File: src/rtl/fight_ctrl.sv
// Battle controller for the fight scene: menu, skill selection, attack animations and
// tick-paced HP drain for both players, ending in a win/lose state.
module fight_ctrl #(
  parameter logic [7:0]  MAX_HP      = 8'd160,
  parameter logic [7:0]  DMG1        = 8'd20,
  parameter logic [7:0]  DMG2        = 8'd35,
  parameter logic [7:0]  DMG3        = 8'd50,
  parameter logic [7:0]  DMG4        = 8'd80,
  parameter logic [23:0] ANIM_CYCLES = 24'd12_500_000,
  parameter logic [23:0] TICK_CYCLES = 24'd1_000_000
) (
  input  logic       clk,
  input  logic       rst_n,
  input  logic       key_up,
  input  logic       key_down,
  input  logic       key_left,
  input  logic       key_right,
  input  logic       key_enter,
  output logic [5:0] fight_state,
  output logic [3:0] option_state,
  output logic [7:0] p1_cur_hp,
  output logic [7:0] p2_cur_hp,
  output logic       game_over,
  output logic       winner
);

  typedef enum logic [5:0] {
    StMenu    = 6'd1,
    StChoose  = 6'd2,
    StAnimP1  = 6'd3,
    StAnimP2  = 6'd4,
    StHpredP1 = 6'd5,
    StHpredP2 = 6'd6,
    StOver    = 6'd7
  } state_e;

  state_e      state_q, state_d;
  logic [23:0] timer_q, timer_d;
  logic [3:0]  option_q, option_d;
  logic [3:0]  ptr_q, ptr_d;
  logic [7:0]  p1_hp_q, p1_hp_d;
  logic [7:0]  p2_hp_q, p2_hp_d;
  logic [7:0]  p1_tgt_q, p1_tgt_d;
  logic [7:0]  p2_tgt_q, p2_tgt_d;
  logic        over_q, over_d;
  logic        winner_q, winner_d;

  function automatic logic [7:0] dmg_of(input logic [3:0] sel);
    logic [7:0] d;
    case (sel)
      4'd2:    d = DMG2;
      4'd3:    d = DMG3;
      4'd4:    d = DMG4;
      default: d = DMG1;
    endcase
    return d;
  endfunction

  function automatic logic [7:0] sat_sub(input logic [7:0] a, input logic [7:0] b);
    return (a > b) ? a - b : 8'd0;
  endfunction

  always_comb begin
    state_d  = state_q;
    timer_d  = timer_q + 24'd1;
    option_d = option_q;
    ptr_d    = ptr_q;
    p1_hp_d  = p1_hp_q;
    p2_hp_d  = p2_hp_q;
    p1_tgt_d = p1_tgt_q;
    p2_tgt_d = p2_tgt_q;
    winner_d = winner_q;

    case (state_q)
      StMenu: begin
        if (key_enter) state_d = StChoose;
      end
      StChoose: begin
        // Priority chain: only the highest-priority key pulse acts this cycle.
        if (key_enter) begin
          p2_tgt_d = sat_sub(p2_hp_q, dmg_of(option_q));
          state_d  = StAnimP1;
        end else if (key_up) begin
          if (option_q >= 4'd3) option_d = option_q - 4'd2;
        end else if (key_down) begin
          if (option_q <= 4'd2) option_d = option_q + 4'd2;
        end else if (key_left) begin
          if (option_q == 4'd2 || option_q == 4'd4) option_d = option_q - 4'd1;
        end else if (key_right) begin
          if (option_q == 4'd1 || option_q == 4'd3) option_d = option_q + 4'd1;
        end
      end
      StAnimP1: begin
        if (timer_q == ANIM_CYCLES - 24'd1) state_d = StHpredP2;
      end
      StHpredP2: begin
        if (p2_hp_q == p2_tgt_q) begin
          if (p2_hp_q == 8'd0) begin
            winner_d = 1'b0;
            state_d  = StOver;
          end else begin
            p1_tgt_d = sat_sub(p1_hp_q, dmg_of(ptr_q));
            state_d  = StAnimP2;
          end
        end else if (timer_q == TICK_CYCLES - 24'd1) begin
          timer_d = '0;
          if (p2_hp_q > p2_tgt_q) p2_hp_d = p2_hp_q - 8'd1;
        end
      end
      StAnimP2: begin
        if (timer_q == ANIM_CYCLES - 24'd1) begin
          ptr_d   = (ptr_q == 4'd4) ? 4'd1 : ptr_q + 4'd1;
          state_d = StHpredP1;
        end
      end
      StHpredP1: begin
        if (p1_hp_q == p1_tgt_q) begin
          if (p1_hp_q == 8'd0) begin
            winner_d = 1'b1;
            state_d  = StOver;
          end else begin
            state_d = StChoose;
          end
        end else if (timer_q == TICK_CYCLES - 24'd1) begin
          timer_d = '0;
          if (p1_hp_q > p1_tgt_q) p1_hp_d = p1_hp_q - 8'd1;
        end
      end
      StOver: begin
        if (key_enter) begin
          p1_hp_d  = MAX_HP;
          p2_hp_d  = MAX_HP;
          p1_tgt_d = MAX_HP;
          p2_tgt_d = MAX_HP;
          option_d = 4'd1;
          ptr_d    = 4'd1;
          state_d  = StMenu;
        end
      end
      default: state_d = StMenu;
    endcase

    if (state_d != state_q) timer_d = '0;
    over_d = (state_d == StOver);
  end

  always_ff @(posedge clk or negedge rst_n) begin
    if (!rst_n) begin
      state_q  <= StMenu;
      timer_q  <= '0;
      option_q <= 4'd1;
      ptr_q    <= 4'd1;
      p1_hp_q  <= MAX_HP;
      p2_hp_q  <= MAX_HP;
      p1_tgt_q <= MAX_HP;
      p2_tgt_q <= MAX_HP;
      over_q   <= 1'b0;
      winner_q <= 1'b0;
    end else begin
      state_q  <= state_d;
      timer_q  <= timer_d;
      option_q <= option_d;
      ptr_q    <= ptr_d;
      p1_hp_q  <= p1_hp_d;
      p2_hp_q  <= p2_hp_d;
      p1_tgt_q <= p1_tgt_d;
      p2_tgt_q <= p2_tgt_d;
      over_q   <= over_d;
      winner_q <= winner_d;
    end
  end

  assign fight_state  = state_q;
  assign option_state = option_q;
  assign p1_cur_hp    = p1_hp_q;
  assign p2_cur_hp    = p2_hp_q;
  assign game_over    = over_q;
  assign winner       = winner_q;

endmodule

File: config.mk
export PLATFORM = sky130hd
export DESIGN_NAME = fight_ctrl
export DESIGN_NICKNAME = d
export VERILOG_FILES = /design/src/rtl/fight_ctrl.sv
export SDC_FILE = /design/constraint.sdc
export NUM_CORES = 1
export LEC_CHECK = 0
export ABC_CLOCK_PERIOD_IN_PS = 4100
export CAP_MARGIN = 15
export CORE_ASPECT_RATIO = 2
export CORE_MARGIN = 1
export CORE_UTILIZATION = 35
export DETAILED_ROUTE_END_ITERATION = 10
export SLEW_MARGIN = 20
export SYNTH_ARGS = -nofsm -noshare
export SYNTH_HDL_FRONTEND = slang
export SYNTH_SLANG_ARGS = --single-unit
File: constraint.sdc
create_clock -name clk -period 4.1 [get_ports clk]
set_clock_uncertainty 0.2 [all_clocks]
set_input_delay 0.82 -clock clk [delete_from_list [all_inputs] [get_ports clk]]
set_output_delay 0.82 -clock clk [all_outputs]
set_load 0.02 [all_outputs]
==> Yosys cells after proc, flatten, opt, wreduce, memory -nomap -nowiden <==
Index checks and enable logic that the tools add are counted.
{ "totals": {"wordCells": 139, "out_inout_bits": 28, "register_bits": 72, "in_bits": 7} }
{ "op_classes": {"n_reduce_logical": 16, "addsub": 10, "mux": 57, "order_cmp": 6, "n_eq_ne": 40} }
{ "op_table": {"columns": ["operator", "count"], "rows": [
  ["two-way mux 8 bit", 17],
  ["two-way mux 24 bit", 4],
  ["one-hot mux 8 bit (2 select lines)", 4],
  ["two-way mux 4 bit", 12],
  ["one-hot mux 24 bit (2 select lines)", 1],
  ["two-way mux 6 bit", 7],
  ["one-hot mux 6 bit (7 select lines)", 1],
  ["one-hot mux 7 bit (3 select lines)", 2],
  ["> comparator 8 bit", 4],
  ["equality test 6 x 3 -> 1 bit, second input constant", 5],
  ["inequality test 2 bit, second input constant", 15],
  ["adder 24 x 1 -> 24 bit, second input constant", 1],
  ["equality test 24 x 20 -> 1 bit, second input constant", 1],
  ["equality test 24 bit, second input constant", 1],
  ["equality test 4 x 2 -> 1 bit, second input constant", 4],
  ["equality test 8 bit", 2],
  ["zero test 8 bit", 2],
  ["one-hot mux 4 bit (2 select lines)", 2],
  ["subtractor 8 x 1 -> 8 bit, second input constant", 2],
  ["subtractor 8 bit", 2],
  ["inequality test 5 bit, second input constant", 3],
  ["AND reduction 5 bit", 3],
  ["equality test 6 x 2 -> 1 bit, second input constant", 2],
  ["nonzero test 2 bit", 5],
  ["20 further kinds", 27]
]} }

==> Logic depth before layout (Yosys ltp) <==
Gate-level depths: netlist of the first run.
{ "depth": {"depth_word": 10, "depth_mapped": 14, "ltp_nobuf": 14} }

==> Least setup slack after synthesis of the first run <==
Ideal clock, no wire load.
{ "synth_path": {"kind": "register to register", "from": "reg option_q[0] (netlist: option_state[0])", "to": "reg p2_tgt_q[4]", "required_time_ns": 3.778, "path_stages_with_launch": 13, "t_arrival_ns": 2.845, "path_slack_ns": 0.934, "cell_sequence": "dfstp_2 inv_1 ha_1 o21ai_0 nand2_1 ha_1 a211o_1 nand2_1 a21oi_1 o32a_1 nor2_1 nor3_1 a32o_1"} }
{ "synth_via": {"elab_chain_len": 8, "elab_cells_between_ends": 11, "cone_classes": "add/sub: 1; order compare: 1; eq/ne: 3; mux: 6"} }
{ "synth_rtl": {"columns": ["element", "line", "rtl"], "rows": [
  ["from (decl)", "39", "logic [3:0] option_q, option_d;"],
  ["from (signal assigned)", "162", "option_q <= option_d;"],
  ["equality test 4 x 3 -> 1 bit / equality test 4 x 2 -> 1 bit (equally long branches)", "50", "case (sel)"],
  ["one-hot mux 7 bit (3 select lines) (*)", "50", null],
  ["two-way mux 8 bit (*)", "80", "if (key_enter) begin"],
  ["two-way mux 8 bit (*)", "74", "case (state_q)"],
  ["subtractor 8 bit / > comparator 8 bit (equally long branches)", "60", "return (a > b) ? a - b : 8'd0;"],
  ["two-way mux 8 bit (*)", "60", null],
  ["two-way mux 8 bit (*)", "80", null],
  ["one-hot mux 8 bit (2 select lines) (*)", "74", null],
  ["to (signal assigned)", "167", "p2_tgt_q <= p2_tgt_d;"],
  ["to (decl)", "44", "logic [7:0] p2_tgt_q, p2_tgt_d;"]
]} }
Mark *: on every way between the ends. The rest lies on a longest branch, timed or not. The select of a mux whose other input is x is not followed.
A chain may end at the register's enable or synchronous reset.

==> Worst setup path after layout of the first run <==
{ "layout_path": {"from": "in key_enter", "to": "reg timer_q[3]"} }
{ "layout_via": {"elab_chain_len": 4, "elab_cells_between_ends": 6, "cone_classes": "eq/ne: 1; mux: 5"} }
{ "layout_rtl": {"columns": ["element", "line", "rtl"], "rows": [
  ["from (decl)", "18", "input logic key_enter,"],
  ["two-way mux 6 bit, on equally long branches", "130, 76, 80", null],
  ["one-hot mux 6 bit (7 select lines) (*)", "74", null],
  ["named net state_d[0]", "37", "state_e state_q, state_d;"],
  ["inequality test 6 bit (*)", "143", "if (state_d != state_q) timer_d = '0;"],
  ["two-way mux 24 bit (*)", "143", null],
  ["named net timer_d[3]", "38", "logic [23:0] timer_q, timer_d;"],
  ["to (signal assigned)", "161", "timer_q <= timer_d;"],
  ["to (decl)", "38", null]
]} }
The timed path passes the listed nets; every way through them passes the cells marked *.

==> flow_summary.json, run 1 <==
{
  "avgSynthCellArea_sq_um": 9.089,
  "report.final.hold_viol_count": 0,
  "r2r_end": "p2_tgt_q[4]",
  "synth_edf_count": 0,
  "dieArea_sq_um": 14740,
  "yosys_warnings": 0,
  "rsz0062_at_grt": "false",
  "yosys_register_bits": 72,
  "drc_errors": 0,
  "first_iter_violations": 241,
  "crit_family": "simple AND/OR/NAND/NOR gates",
  "critical_path_arrival_ps": 3410,
  "synth_flop_cell": "dfrtp_1",
  "initial_utilization": 0.3586,
  "first_global_vias": 4368,
  "gpl.final_weighted_congestion": 0.9492,
  "final_core_util": 0.4215,
  "timing.critical_path.buf_inv": 1,
  "crit_type": "primary input to flip-flop",
  "timing.reg2reg.worst_path_depth": 13,
  "grt_usage": 0.1902,
  "final_min_period_over_clock_period": 0.8180,
  "max_freq_mhz": 298.2,
  "num_io_pins": 35,
  "outcome": "complete, no violations",
  "drt_wl_total_mm": 13.19,
  "antenna_found_initial": 0,
  "layout.nets": 646,
  "r2r_slack_ps": 760,
  "ctsHoldBuffers": 0,
  "critical_path.startpoint": "key_enter",
  "total_of_endpoints_with_negative_setup_slack_in_the_final_report": 0,
  "postSynth.asyncResetShare": 1.000,
  "rows": 61,
  "max_cap_violations": 0,
  "htree_num_levels": 3,
  "fin_hold_ws_ps": 202.4,
  "post_cts.repair.setup_buffers": 0,
  "core_sq_um": 13890,
  "max-slew-margin-rel": 0.3942,
  "post_synth_num_cell_types": 69,
  "die_width_um": 86.36,
  "detailroute.via_count": 4300,
  "share_of_final_layout_standard_cells_stronger_than_drive_strength_1": 0.1119,
  "worstSetupEndpointType": "flip-flop",
  "clock_latency_ps": 340,
  "most_frequently_used_cell_type_in_the_post_synthesis_netlist": "dfrtp_1",
  "holdCritPathClass": "primary input to async pin",
  "grt_remaining_overflow": 0,
  "wire_length_of_the_first_global_routing_pass_mm": 21.72,
  "peakVddDrop_mv": 0.1970,
  "drtPass1Iterations": 4,
  "ys_seq_area_frac": 0.3645,
  "antenna-diode-count": 0,
  "fp.dieH_um": 170.7,
  "clkSinkCount": 72,
  "port-buffer-count": 34,
  "fin_tns_setup_ps": 0,
  "cellLeakagePower_uw": 0.002388,
  "crit_cells": 8,
  "post-dp-hpwl_mm": 10.19,
  "grt_max_degree": 37,
  "postRouteAntennaNets": 0,
  "viasPerCell": 5.457,
  "cts_resized": 0,
  "cts-buffers-inserted": 9,
  "ctsRootBufferMaster": "clkbuf_16",
  "worstReg2RegStart": "option_state[0]",
  "worst_path_max_delay_cell": "clkdlybuf4s50_1",
  "area_growth_pct": 17.56,
  "synth.top_cells.by_count": "dfrtp_1, nand2_1, nor2_1, ha_1, o21ai_0",
  "wire_per_inst_um": 16.74,
  "ys_top_cells_by_area": "dfrtp_1, ha_1, dfstp_2",
  "cts_tree": "done",
  "tightestPinTransition_ps": 898.8,
  "netlist.top_cell.by_area": "dfrtp_1",
  "filler_cell_count": 1406,
  "finalWorstPathRequiredPeriod_ps": 3354,
  "critical-path-max-stage-delay_ps": 630,
  "critPathLaunchType": "primary input",
  "synth_top_area_frac": 0.3065,
  "post_synth_instance_area_sq_um": 4981,
  "crit_path_cell_trace": "clkdlybuf4s50_1 > nor2b_1 > a311oi_1 > a211o_2 > or4b_4 > xnor2_2 > nand4_4 > nor2_1",
  "clk_pin_slew_worst_paths_ps": 60,
  "critical_path.max_fanout": 24,
  "syn-instance-count": 548,
  "report.final.slew_viol_count": 0,
  "cellPowerDensity_nw_per_um2": 298.3,
  "timing.critical_path.required_ps": 4150,
  "cts-root-to-sink-buffers": 2
}
-- per-layer routing --
| metal | wire length, um | global-route usage | up-vias |
|---|---|---|---|
| met5 | 0 | 0 | - |
| met1 | 4932 | 0.1918 | 2098 |
| met3 | 355 | 0.02943 | 45 |
| met2 | 7244 | 0.3596 | 95 |
| li1 | - | - | 2062 |
| met4 | 661 | 0.1101 | 0 |
-- worst reg2reg max path, delay by kind of cell (launching register included) --
| family | cells | cell delay, ps |
|---|---|---|
| buffers and inverters | 2 | 240 |
| AOI/OAI and AO/OA | 5 | 960 |
| and+or+nand+nor | 4 | 690 |
| DFF | 1 | 610 |
| adders and majority gates | 2 | 580 |
-- per-stage QoR --
step	power, uW	setup WS [ps]	area, sq um	cells
after floorplan	860.2	933.9	4989	550
after global placement	928.4	489.2	5544	772
after detailed placement	933.1	411.3	5544	772
after CTS	1765	756.3	5856	788
after global routing	1817	462.8	5856	788
final	1747	746.4	5856	788
-- worst max path at each step --
stage             endpoint  slack, ps
4_1_cts        p2_tgt_q[4]        760
3_3_place_gp    timer_q[4]        490
3_5_place_dp    timer_q[3]        410
2_1_floorplan  p2_tgt_q[4]        930
6_report        timer_q[3]        750
5_1_grt        p2_tgt_q[4]        460
-- final cells by class --
class,count,area (sq um),share of cell area
clock inverters,6,72.57,0.01239
multi-input cells,436,2969,0.5071
well taps,189,236.5,0.04038
repair buffers,43,402.9,0.06880
clock buffers,10,239.0,0.04081
flip-flops and latches,72,1815,0.3100
inverters,32,120.1,0.02051
-- report_power, final --
group	switching [uW]	total [uW]	leakage (uW)	internal [uW]
Clock	332	828	0.000150	495
Sequential	12.1	733	0.000928	721
Combinational	111	186	0.00131	74.8
-- cells in the final DEF, fill, tap and decap left out, types with 8 or more instances in the layout --
| master | Yosys | layout |
|---|---|---|
| a21oi_1 | 27 | 27 |
| buf_4 | 0 | 9 |
| clkbuf_16 | 0 | 9 |
| clkdlybuf4s50_1 | 0 | 33 |
| dfrtp_1 | 61 | 61 |
| dfstp_2 | 11 | 11 |
| ha_1 | 43 | 43 |
| inv_1 | 32 | 32 |
| nand2_1 | 51 | 51 |
| nand2b_1 | 8 | 8 |
| nand3_1 | 12 | 12 |
| nand4_1 | 12 | 12 |
| nor2_1 | 49 | 49 |
| nor2_2 | 10 | 10 |
| nor2b_1 | 14 | 14 |
| nor3_1 | 13 | 13 |
| nor4_1 | 12 | 12 |
| o21ai_0 | 38 | 38 |
| or3_1 | 10 | 10 |
| xnor2_1 | 18 | 18 |
| xor2_1 | 20 | 20 |
-- kinds of logic (layout without fill, tap and decap cells) --
| logic type | Yosys count | in the layout | synth area share |
|---|---|---|---|
| AND/OR/NAND/NOR | 228 | 228 | 0.2482 |
| AO/OA/AOI/OAI | 119 | 119 | 0.1555 |
| flip-flops | 72 | 72 | 0.3645 |
| adder cells (fa/ha/maj) | 45 | 45 | 0.1161 |
| buffers and inverters | 42 | 91 | 0.04095 |
| XOR/XNOR | 39 | 39 | 0.07008 |
| multiplexers | 2 | 2 | 0.004019 |
| other | 1 | 3 | 0.0007529 |
-- sequential cells by signal, indices dropped and copies added, names as in the netlist --
| register | flops |
|---|---|
| ptr_q | 4 |
| game_over | 1 |
| p2_tgt_q | 8 |
| winner | 1 |
| p1_cur_hp | 8 |
| option_state | 4 |
| p1_tgt_q | 8 |
| fight_state | 6 |
| timer_q | 24 |
| p2_cur_hp | 8 |
No activity file was read; power rests on OpenSTA's default activity.
==> run 2, diff against run 1 <==
ABC_CLOCK_PERIOD_IN_PS = 3000   (was 4100)
clock period = 3 ns   (was 4.1 ns; I/O delays follow)
==> run 2 against run 1 <==
Combinational power is 80% higher; the flow now finishes with violations (setup timing); largest cell class unchanged; critical path depth is 2 higher; utilization is 5.9 points higher; sequential power is 36% higher; routed wire length is 9.7% higher; count of clock-buffer cells in the layout stayed put; cell count is 8.5% higher; die area stayed put.
==> flow_summary.json, run 2 (synthesis results as in run 1) <==
{
  "peakVddDrop_mv": 0.3050,
  "dieArea_sq_um": 14740,
  "initial_utilization": 0.3586,
  "tightestPinTransition_ps": 947.6,
  "holdCritPathClass": "primary input to async pin",
  "report.final.hold_viol_count": 0,
  "most-common-layout-cells": "buf_4, dfrtp_1, nand2_1",
  "total_of_endpoints_with_negative_setup_slack_in_the_final_report": 17,
  "antenna-diode-count": 0,
  "timing.critical_path.required_ps": 3070,
  "ctsRootBufferMaster": "clkbuf_16",
  "critical_path.startpoint": "p1_tgt_q[7]",
  "critPathLaunchType": "flip-flop",
  "internal_power_uw": 1788,
  "worstSetupEndpointType": "flip-flop",
  "critical_path_arrival_ps": 3110,
  "wire_per_inst_um": 16.92,
  "crit_type": "flip-flop to flip-flop",
  "drtPass1Iterations": 4,
  "clock_latency_ps": 340,
  "first_global_vias": 4642,
  "postLayoutSetupSlackWorst_ps": -34.71,
  "worstReg2RegStart": "p1_tgt_q[7]",
  "grt.met3_usage": 0.03136,
  "worst_path_max_delay_cell": "dfstp_2",
  "die_width_um": 86.36,
  "wire_length_of_the_first_global_routing_pass_mm": 23.08,
  "crit_path_cell_trace": "inv_4 > ha_4 > and4_4 > a311oi_2 > a211o_2 > or4b_4 > xnor2_4 > nand4_4 > clkbuf_16 > nor2_1",
  "final_min_period_over_clock_period": 1.012,
  "cellLeakagePower_uw": 0.002753,
  "critical_path.max_fanout": 12,
  "detailroute.via_count": 4584,
  "cts-buffers-inserted": 9,
  "grt_max_degree": 73,
  "preCtsSetupSlack_ps": -160.0,
  "clk_pin_slew_worst_paths_ps": 70,
  "drt_wl_total_mm": 14.47,
  "layout_commonest_cell": "buf_4",
  "grt-busiest-layer": "met2",
  "ctsHoldBuffers": 0,
  "final_core_util": 0.4805,
  "outcome": "complete, but fails checks",
  "use_met2": 0.4037,
  "power_frac_seq": 0.412,
  "finalWorstPathRequiredPeriod_ps": 3035,
  "clkSinkCount": 72,
  "gpl.final_weighted_congestion": 0.9002,
  "post-dp-hpwl_mm": 10.85,
  "share_of_final_layout_standard_cells_stronger_than_drive_strength_1": 0.2703,
  "postRouteAntennaNets": 0,
  "largest_register_ffs": 24,
  "max_freq_mhz": 329.5,
  "rsz0062_at_grt": "true",
  "max_cap_violations": 0,
  "port-buffer-count": 34,
  "cts-root-to-sink-buffers": 2,
  "total_power_uw": 2420,
  "area_growth_pct": 34.01,
  "report.final.slew_viol_count": 0,
  "grt_usage": 0.2043,
  "antenna_found_initial": 0,
  "drc_errors": 0,
  "fp.dieH_um": 170.7,
  "num_io_pins": 35,
  "core_sq_um": 13890,
  "rows": 61,
  "net_switching_fraction_of_the_power": 0.2609,
  "cts_tree": "done",
  "grt.met1_usage": 0.1939,
  "netSwitchingPower_uw": 631.4,
  "filler_cell_count": 1337,
  "power.combinational.fraction": 0.139,
  "registers.top_by_ff_count": "timer_q",
  "cellPowerDensity_nw_per_um2": 362.5,
  "grt_remaining_overflow": 0,
  "htree_num_levels": 3,
  "viasPerCell": 5.361,
  "first_iter_violations": 338,
  "share_clk_of_total_power": 0.449,
  "max-slew-margin-rel": 0.3682,
  "layout.nets": 713,
  "failing_checks": "setup timing",
  "critical-path-max-stage-delay_ps": 540
}
-- run 2: changes by cell type in the layout (fill, tap and decap cells not counted), sizes merged --
cell,change
buf,+65
clkinv,+2
clkbuf,+2
inv,-2
-- run 2: repair_timing --
item | 4_1_cts | 5_1_grt
pin swaps | 2 | 25
resized for setup | 7 | 66
endpoints found under the hold margin | 0 | 0
setup buffers | 2 | 4
gates cloned | 0 | 2
setup endpoints to repair | 28 | 37
-- run 2: worst max-delay path, delay by kind of cell (launching register included) --
| kind | cells | cell delay [ps] |
|---|---|---|
| AND/OR/NAND/NOR | 4 | 1070 |
| buffers and inverters | 2 | 280 |
| flip-flops | 1 | 540 |
| XOR/XNOR | 1 | 190 |
| adder cells (fa/ha/maj) | 1 | 250 |
| AO/OA/AOI/OAI | 2 | 430 |
-- run 2: per-layer routing --
| metal | up-vias | share of wire |
|---|---|---|
| li1 | 2187 | - |
| met1 | 2245 | 0.35 |
| met2 | 108 | 0.57 |
| met3 | 44 | 0.025 |
| met4 | 0 | 0.052 |
| met5 | - | 0 |
-- run 2: cell type report --
cell class / instances / area [sq um] / area share
inverter: 32 / 122.6 / 0.01837
sequential: 72 / 1817 / 0.2722
timing repair buffer: 110 / 963.4 / 0.1443
multi-input combinational: 436 / 3238 / 0.4851
clock buffer: 10 / 229.0 / 0.03430
tap: 189 / 236.5 / 0.03543
clock inverter: 6 / 68.82 / 0.01031
-- run 2: through the flow --
step | std cells | cell area (sq um) | TNS [ps] | hold slack, ps
finish | 855 | 6675 | -270.9 | 193.6
floorplan | 550 | 4992 | 0 | 104.4
global placement | 831 | 6006 | -1494 | 265.5
global route | 855 | 6675 | -1515 | 269.8
detailed placement | 831 | 6006 | -3101 | 274.9
CTS | 849 | 6337 | 0 | 243.0
-- run 2: path summary, 6_finish.rpt --
| kind | endpoint | slack, ps | cells after the start |
|---|---|---|---|
| worst max-delay path | timer_q[11] | -30 | 10 |
| worst min-delay path | timer_q[13] | 190 | 1 |
| worst max register to register | timer_q[11] | -30 | 10 |
| worst min register to register | p2_tgt_q[5] | 280 | 2 |
| max in group asynchronous | ptr_q[1] | 1730 | 1 |
| min in group clk | p2_tgt_q[5] | 280 | 2 |
-- run 2: power by group through the flow --
| stage | clock network (uW) | logic, uW | registers, uW |
|---|---|---|---|
| after floorplan | 0 | 153 | 1020 |
| after global placement | 0 | 296 | 1010 |
| after detailed placement | 0 | 300 | 1010 |
| after CTS | 1110 | 305 | 995 |
| after global routing | 1150 | 368 | 999 |
| final | 1090 | 335 | 997 |
